File: config.mk
export PLATFORM = sky130hd
export DESIGN_NAME = alu_arbiter
export DESIGN_NICKNAME = d
export VERILOG_FILES = /design/src/rtl/alu_pkg.sv /design/src/rtl/rr_arb2.sv /design/src/rtl/alu_arbiter.sv
export SDC_FILE = /design/constraint.sdc
export NUM_CORES = 1
export LEC_CHECK = 0
export ABC_AREA = 1
export BUFFER_PORTS_ARGS = -buffer_cell sky130_fd_sc_hd__buf_2
export CORE_ASPECT_RATIO = 0.6
export CORE_UTILIZATION = 48
export CTS_CLUSTER_SIZE = 10
export DETAILED_ROUTE_END_ITERATION = 10
export PLACE_DENSITY = 0.93
export REMOVE_ABC_BUFFERS = 1
export SYNTH_ARGS = -nofsm -noshare
export SYNTH_HDL_FRONTEND = slang
export SYNTH_SLANG_ARGS = --single-unit
File: constraint.sdc
create_clock -name clk -period 3.75 [get_ports clk]
set_clock_uncertainty 0.1 [all_clocks]
set_input_delay 0.75 -clock clk [delete_from_list [all_inputs] [get_ports clk]]
set_output_delay 0.75 -clock clk [all_outputs]
set_load 0.02 [all_outputs]
File: src/rtl/alu_pkg.sv
// Shared definitions for the ALU arbiter: data width, ALU function codes and FSM states.
package alu_pkg;

    localparam int DATA_W = 32;
    localparam int FUNC_W = 6;

    localparam logic [FUNC_W-1:0] FN_AND = 6'b100100;
    localparam logic [FUNC_W-1:0] FN_OR  = 6'b100101;
    localparam logic [FUNC_W-1:0] FN_ADD = 6'b100000;
    localparam logic [FUNC_W-1:0] FN_SUB = 6'b100010;

    typedef enum logic [1:0] {
        ST_IDLE,
        ST_ISSUE,
        ST_RESP
    } state_t;

endpackage

File: src/rtl/rr_arb2.sv
// Two-way round-robin arbiter: one-hot grant, priority pointer moves only when upd_en is set.
module rr_arb2 (
    input  logic       clk,
    input  logic       rst_n,
    input  logic [1:0] req,
    input  logic       upd_en,
    input  logic       upd_id,
    output logic [1:0] gnt
);

    // prio names the requester that wins a tie; it is the one not granted last.
    logic prio;

    always_ff @(posedge clk or negedge rst_n) begin
        if (!rst_n) begin
            prio <= 1'b0;
        end else if (upd_en) begin
            prio <= ~upd_id;
        end
    end

    always_comb begin
        gnt = req;
        if (req == 2'b11) begin
            gnt       = 2'b00;
            gnt[prio] = 1'b1;
        end
    end

endmodule

File: src/rtl/alu_arbiter.sv
// Shares one ALU between two requesters with round-robin grant and one operation in flight.
// Defining ALU_ARB_STATS_EN adds saturating per-requester grant counters gnt_cnt0/gnt_cnt1.
module alu_arbiter
    import alu_pkg::*;
#(
    parameter int ALU_LAT = 1
) (
    input  logic                 clk,
    input  logic                 rst_n,
    input  logic [1:0]           req_valid,
    output logic [1:0]           req_ready,
    input  logic [2*DATA_W-1:0]  req_a,
    input  logic [2*DATA_W-1:0]  req_b,
    input  logic [2*FUNC_W-1:0]  req_func,
    output logic [DATA_W-1:0]    alu_a,
    output logic [DATA_W-1:0]    alu_b,
    output logic [FUNC_W-1:0]    alu_func,
    input  logic [DATA_W-1:0]    alu_result,
    output logic                 rsp_valid,
    input  logic                 rsp_ready,
    output logic                 rsp_id,
    output logic [DATA_W-1:0]    rsp_data
`ifdef ALU_ARB_STATS_EN
    ,
    output logic [15:0]          gnt_cnt0,
    output logic [15:0]          gnt_cnt1
`endif
);

    localparam logic [3:0] LAT_LOAD = 4'(ALU_LAT - 1);

    state_t     state;
    state_t     next_state;
    logic [3:0] cnt;
    logic [1:0] gnt;
    logic       grant_en;
    logic       win_id;
    logic       rsp_hs;

    assign grant_en  = (state == ST_IDLE) && (req_valid != 2'b00);
    assign win_id    = gnt[1];
    assign rsp_valid = (state == ST_RESP);
    assign rsp_hs    = rsp_valid && rsp_ready;
    // Gated by rst_n so no grant is visible while the block is held in reset.
    assign req_ready = (grant_en && rst_n) ? gnt : 2'b00;

    rr_arb2 u_arb (
        .clk    (clk),
        .rst_n  (rst_n),
        .req    (req_valid),
        .upd_en (rsp_hs),
        .upd_id (rsp_id),
        .gnt    (gnt)
    );

    always_ff @(posedge clk or negedge rst_n) begin
        if (!rst_n) begin
            state <= ST_IDLE;
        end else begin
            state <= next_state;
        end
    end

    always_comb begin
        next_state = state;
        case (state)
            ST_IDLE:  if (grant_en) next_state = ST_ISSUE;
            ST_ISSUE: if (cnt == 4'd0) next_state = ST_RESP;
            ST_RESP:  if (rsp_ready) next_state = ST_IDLE;
            default:  next_state = ST_IDLE;
        endcase
    end

    // The operand registers double as the ALU drive, so they hold between operations.
    always_ff @(posedge clk or negedge rst_n) begin
        if (!rst_n) begin
            alu_a    <= '0;
            alu_b    <= '0;
            alu_func <= '0;
            rsp_id   <= 1'b0;
            rsp_data <= '0;
            cnt      <= 4'd0;
        end else if (grant_en) begin
            alu_a    <= win_id ? req_a[2*DATA_W-1:DATA_W]    : req_a[DATA_W-1:0];
            alu_b    <= win_id ? req_b[2*DATA_W-1:DATA_W]    : req_b[DATA_W-1:0];
            alu_func <= win_id ? req_func[2*FUNC_W-1:FUNC_W] : req_func[FUNC_W-1:0];
            rsp_id   <= win_id;
            cnt      <= LAT_LOAD;
        end else if (state == ST_ISSUE) begin
            if (cnt == 4'd0) begin
                rsp_data <= alu_result;
            end else begin
                cnt <= cnt - 4'd1;
            end
        end
    end

`ifdef ALU_ARB_STATS_EN
    always_ff @(posedge clk or negedge rst_n) begin
        if (!rst_n) begin
            gnt_cnt0 <= 16'd0;
            gnt_cnt1 <= 16'd0;
        end else if (grant_en) begin
            if (!win_id && gnt_cnt0 != 16'hFFFF) gnt_cnt0 <= gnt_cnt0 + 16'd1;
            if (win_id && gnt_cnt1 != 16'hFFFF)  gnt_cnt1 <= gnt_cnt1 + 16'd1;
        end
    end
`endif

endmodule

### After elaboration in Yosys (flattened, before gate mapping)

Index checks and enable logic that the tools add are counted.
Widths: inputs -> output; s select.

| word-level totals | value |
|---|---|
| bits in registers | 110 |
| latch bits | 0 |
| RAM bits | 0 |
| ROM bits | 0 |
| input bits | 177 |
| logic and storage cells | 45 |
| memories | 0 |

| operators by class | value |
|---|---|
| $add $sub $neg | 1 |
| multiply operators | 0 |
| divide/modulo/power cells | 0 |
| order comparisons | 2 |
| eq/ne operators | 7 |
| shifts and indexed selects | 0 |
| multiplexer cells | 14 |
| bitwise logic cells | 2 |
| reduce and logical (&&, ||, !) cells | 11 |

Operator list:

| operator | number |
|---|---|
| $mux 32 | 2 |
| $mux 4 | 3 |
| $mux 2 | 5 |
| $mux 6 | 1 |
| $ne 2x2->1 const B | 3 |
| $pmux 2 s3 | 1 |
| $reduce_and 3->1 | 2 |
| $eq 2x2->1 const B | 2 |
| $logic_and 1x1->1 | 4 |
| $logic_not 4->1 | 1 |
| $reduce_bool 2->1 | 2 |
| $sub 4x1->4 const B | 1 |
| $eq 2x1->1 const B | 1 |
| $logic_not 2->1 | 1 |
| $lt 1x2->1 const B | 1 |
| $ne 2x1->1 const B | 1 |
| $not 1->1 | 2 |
| $reduce_and 2->1 | 1 |
| $demux 1 s1 | 1 |
| $ge 1x1->1 const B | 1 |
| $mux 1 | 1 |

### Longest topological paths before layout

| depth | value |
|---|---|
| depth in word-level cells | 6 |
| mapped depth | 8 |

### Hierarchy

Synthesis repeated with hierarchy kept, for this count alone.

| unflattened totals | value |
|---|---|
| cells, all modules | 649 |
| area total of the unflattened synthesis | 5,287.6 sq um |

By module, submodules not included:

| module | instances | cells each | area an instance (sq um) | seq. area each (sq um) |
|---|---|---|---|---|
| alu_arbiter | 1 | 638 | 5,222.5 | 2,727.6 |
| rr_arb2 | 1 | 11 | 65.1 | 25.0 |

### Worst setup path after synthesis

No wires, ideal clock.

| timing | value |
|---|---|
| path kind | input-to-output |
| start point | in req_valid[0] |
| end point | out req_ready[1] |
| arrival | 1.590 ns |
| data required time | 2.900 ns |
| path slack | 1.310 ns |
| stages on the path | 7 |
| path through | nand2_1 nand2_2 buf_4 buf_2 inv_2 nand2_1 nor2_1 |

| on the way | value |
|---|---|
| longest elaborated chain between the ends | 4 |
| elaborated cells between the ends (all ways) | 6 |
| those cells by class | 1 x eq/ne; 2 x mux; 3 x reduce/logical |

RTL lines:

| element | RTL line | text |
|---|---|---|
| from (decl) | alu_arbiter.sv:10 | `input logic [1:0] req_valid,` |
| $reduce_bool 2->1 | alu_arbiter.sv:40 | `assign grant_en = (state == ST_IDLE) && (req_valid != 2'b00);` |
| $logic_and 1x1->1 | alu_arbiter.sv:40 |  |
| $logic_and 1x1->1 | alu_arbiter.sv:45 | `assign req_ready = (grant_en && rst_n) ? gnt : 2'b00;` |
| $mux 2 * | alu_arbiter.sv:45 |  |
| to (decl) | alu_arbiter.sv:11 | `output logic [1:0] req_ready,` |

Mark *: on every way between the ends. The rest lies on a longest branch, timed or not.

### Final worst setup path

Ends and elaborated chain as after synthesis.

==> impl_metrics.py <==
metrics = {
    "outcome": {
        "status": "complete, no violations",
    },
    "setup_path": {
        "regToRegStartpoint": "u_arb.prio$_DFFE_PN0P_",
        "startpoint_type": "primary input",
        "path_class": "primary input to primary output",
        "cp.arrival_ns": 1.82,
        "path_buf_inv": 3,
        "cp_top_family": "simple AND/OR/NAND/NOR gates",
        "worstPathMaxFanout": 61,
        "reg2regPathDepth": 7,
        "slowest_stage": "nand2_4",
        "worstSetupEndpointType": "primary output",
        "crit_path_start": "req_valid[0]",
        "critical-path-max-stage-delay_ns": 0.33,
        "cp.depth": 7,
        "crit_path_cell_trace": "buf_2, nand2_1, nand2_4, inv_2, nand2_1, nor2_1, buf_2",
        "cp_data_required_time_ns": 2.90,
    },
    "clock_network": {
        "ctsResizeCount": 0,
        "cts.htree.levels": 3,
        "cts_root_buf": "clkbuf_16",
        "cts_hold_buffers": 0,
        "cts_tree": "yes",
        "cts_num_sinks": 110,
        "insertion_delay_ns": 0.34,
        "postCtsSetupBuffers": 0,
        "clkTransAtPathRegs_ns": 0.07,
        "cts_buffers": 9,
        "cts.path.max_buffers": 2,
    },
    "synth": {
        "synth_cell_types": 20,
        "synth-edff-count": 0,
        "synth.avg_cell_area_um2": 7.39,
        "synth_common_cells": "257 x nand2_1, 110 x dfrtp_1, 108 x inv_1, 98 x o21ai_1, 75 x nor2_1",
        "seq_area_frac_synth_pct": 52.3,
        "async_flop_share_pct": 100,
        "synthMostInstantiatedCell": "nand2_1",
        "synth_ff_type": "dfrtp_1",
        "yosysTopAreaCell": "dfrtp_1",
        "synth-seq-cells": 110,
        "yosysTopAreaCellShare_pct": 52.3,
        "syn_inst": 712,
        "yosysWarnings": 0,
        "synth_area_leaders": "dfrtp_1 52%, nand2_1 18%, o21ai_1 9.3%",
        "syn_area_um2": 5270,
    },
    "sta": {
        "min_period_over_period_pct": 71.3,
        "tightest_slew_ns": 0.941,
        "fin_setup_tns_ns": 0,
        "report.final.slew_viol_count": 0,
        "rsz0062_at_grt": "false",
        "slew_headroom_pct": 37.3,
        "max_freq_mhz": 374,
        "setup_viol": 0,
        "layout_min_cycle_time_ns": 2.67,
        "final_hold_viol_count": 0,
    },
    "pwr": {
        "p_per_area_nw_per_um2": 841,
        "p_leak_nw": 4.23,
        "ir_drop_v": 0.00110,
    },
    "min_path": {
        "hold_class": "primary input to asynchronous set/reset pin",
    },
    "place": {
        "dp.cells": 1101,
        "port_buffers": 282,
        "dp_hpwl_mm": 9.85,
        "gp_congestion": 0.774,
    },
    "grt": {
        "grt.total_usage_pct": 24.1,
        "grt_max_degree": 82,
        "globalRouteOverflowTotal": 0,
        "grt_pass1_vias": 4793,
        "grt_pass1_wl_mm": 21.7,
        "grt_antenna_before_repair": 0,
    },
    "drt": {
        "wl_per_cell_um": 12.1,
        "drtIter0Drc": 264,
        "routed_via_density": 4.63,
        "final_antenna_net_count": 0,
        "drc": 0,
        "drt-pass1-iter-count": 4,
        "vias": 5169,
        "wirelength_mm": 13.5,
    },
    "die": {
        "die_h_um": 83.1,
        "boundaryPins": 283,
        "num_rows": 29,
        "die_w_um": 137,
        "start_util_pct": 49.5,
        "coreArea_um2": 10600,
        "die-area_um2": 11400,
    },
    "finish": {
        "area_growth_pct": 33.0,
        "drive_above_1_share_pct": 31.7,
        "antenna_cells": 0,
        "nNetsFinal": 1152,
        "final_cells": 1117,
    },
    "run": {
        "drv_cap": 0,
    },
}
==> cell families (layout without fill, tap and decap cells) <==
family | after synthesis | after routing | share of synthesized area [%]
adder cells (fa/ha/maj) | 2 | 2 | 0.475
buffers and inverters | 148 | 414 | 11.9
flip-flops | 110 | 110 | 52.3
AO/OA/AOI/OAI | 108 | 108 | 10.4
AND/OR/NAND/NOR | 344 | 344 | 24.9
==> registers in the layout, summed over array words and instances (netlist names) <==
| name | cells |
|---|---|
| rsp_id | 1 |
| u_arb.prio | 1 |
| rsp_data | 32 |
| state | 2 |
| alu_b | 32 |
| alu_a | 32 |
| alu_func | 6 |
| cnt | 4 |
==> worst paths after layout <==
path	to	slack [ns]
hold reg to reg	alu_b[15]$_DFFE_PN0P_	0.39
hold / removal	alu_b[11]$_DFFE_PN0P_	0.28
setup / recovery	req_ready[1]	1.08
setup reg to reg	alu_a[26]$_DFFE_PN0P_	1.50
max in group asynchronous	rsp_data[9]$_DFFE_PN0P_	1.96
min in group clk	alu_b[15]$_DFFE_PN0P_	0.39
==> report_power, final <==
group          leakage [nW]  switching [W]  internal, W  total (W)
combinational          2.73        0.00191     0.000913    0.00283
sequential             1.35       0.000304      0.00178    0.00208
clock                 0.151       0.000448     0.000533   0.000982
==> per-stage QoR <==
step                      worst slack, ns  util (%)  hold slack [ns]  instance area, um2  total power [W]
after floorplan                     0.168         -            0.353                5050          0.00390
after global placement               1.11      63.0            0.362                6700          0.00484
after detailed placement             1.02      63.0            0.373                6700          0.00495
after CTS                            1.06      65.9            0.295                7000          0.00594
after global routing                0.981      65.9            0.306                7000          0.00635
final                                1.08      65.9            0.276                7000          0.00589
==> per-layer routing <==
metal / routed length [um] / GRT usage [%] / share of wire, %
met5: 0 / 0 / 0
met4: 199 / 6.39 / 1.5
met3: 928 / 6.78 / 6.8
met2: 6630 / 41.9 / 49
met1: 5790 / 29.2 / 43
==> final cells by class <==
type	count	area (um2)
clock inverters	6	78.8
flip-flops and latches	110	2750
well taps	139	174
clock buffers	10	229
fillers	887	3630
multi-input cells	454	1900
inverters	111	417
repair buffers	287	1450
==> cells in the final DEF (no fill, tap or decap) <==
cell	count
a21oi_1	1
buf_2	281
buf_4	6
bufinv_16	1
clkbuf_1	1
clkbuf_16	9
clkinv_4	2
dfrtp_1	110
ha_1	2
inv_1	108
inv_2	3
inv_6	1
inv_8	2
nand2_1	257
nand2_4	1
nand3_1	6
nand3_2	1
nand4_1	2
nor2_1	75
nor2_2	1
o21ai_0	7
o21ai_1	98
o21ai_4	1
o31ai_1	1
or2_2	1
==> worst reg2reg max path: stages (launching register included) <==
cell and delay, ns:
dfrtp_1 0.38, inv_1 0.06, nand2_1 0.08, nand2_4 0.46, buf_4 0.73, nand2_1 0.16, nand2_1 0.11, o21ai_1 0.06
(Power assumes the default switching activity.)
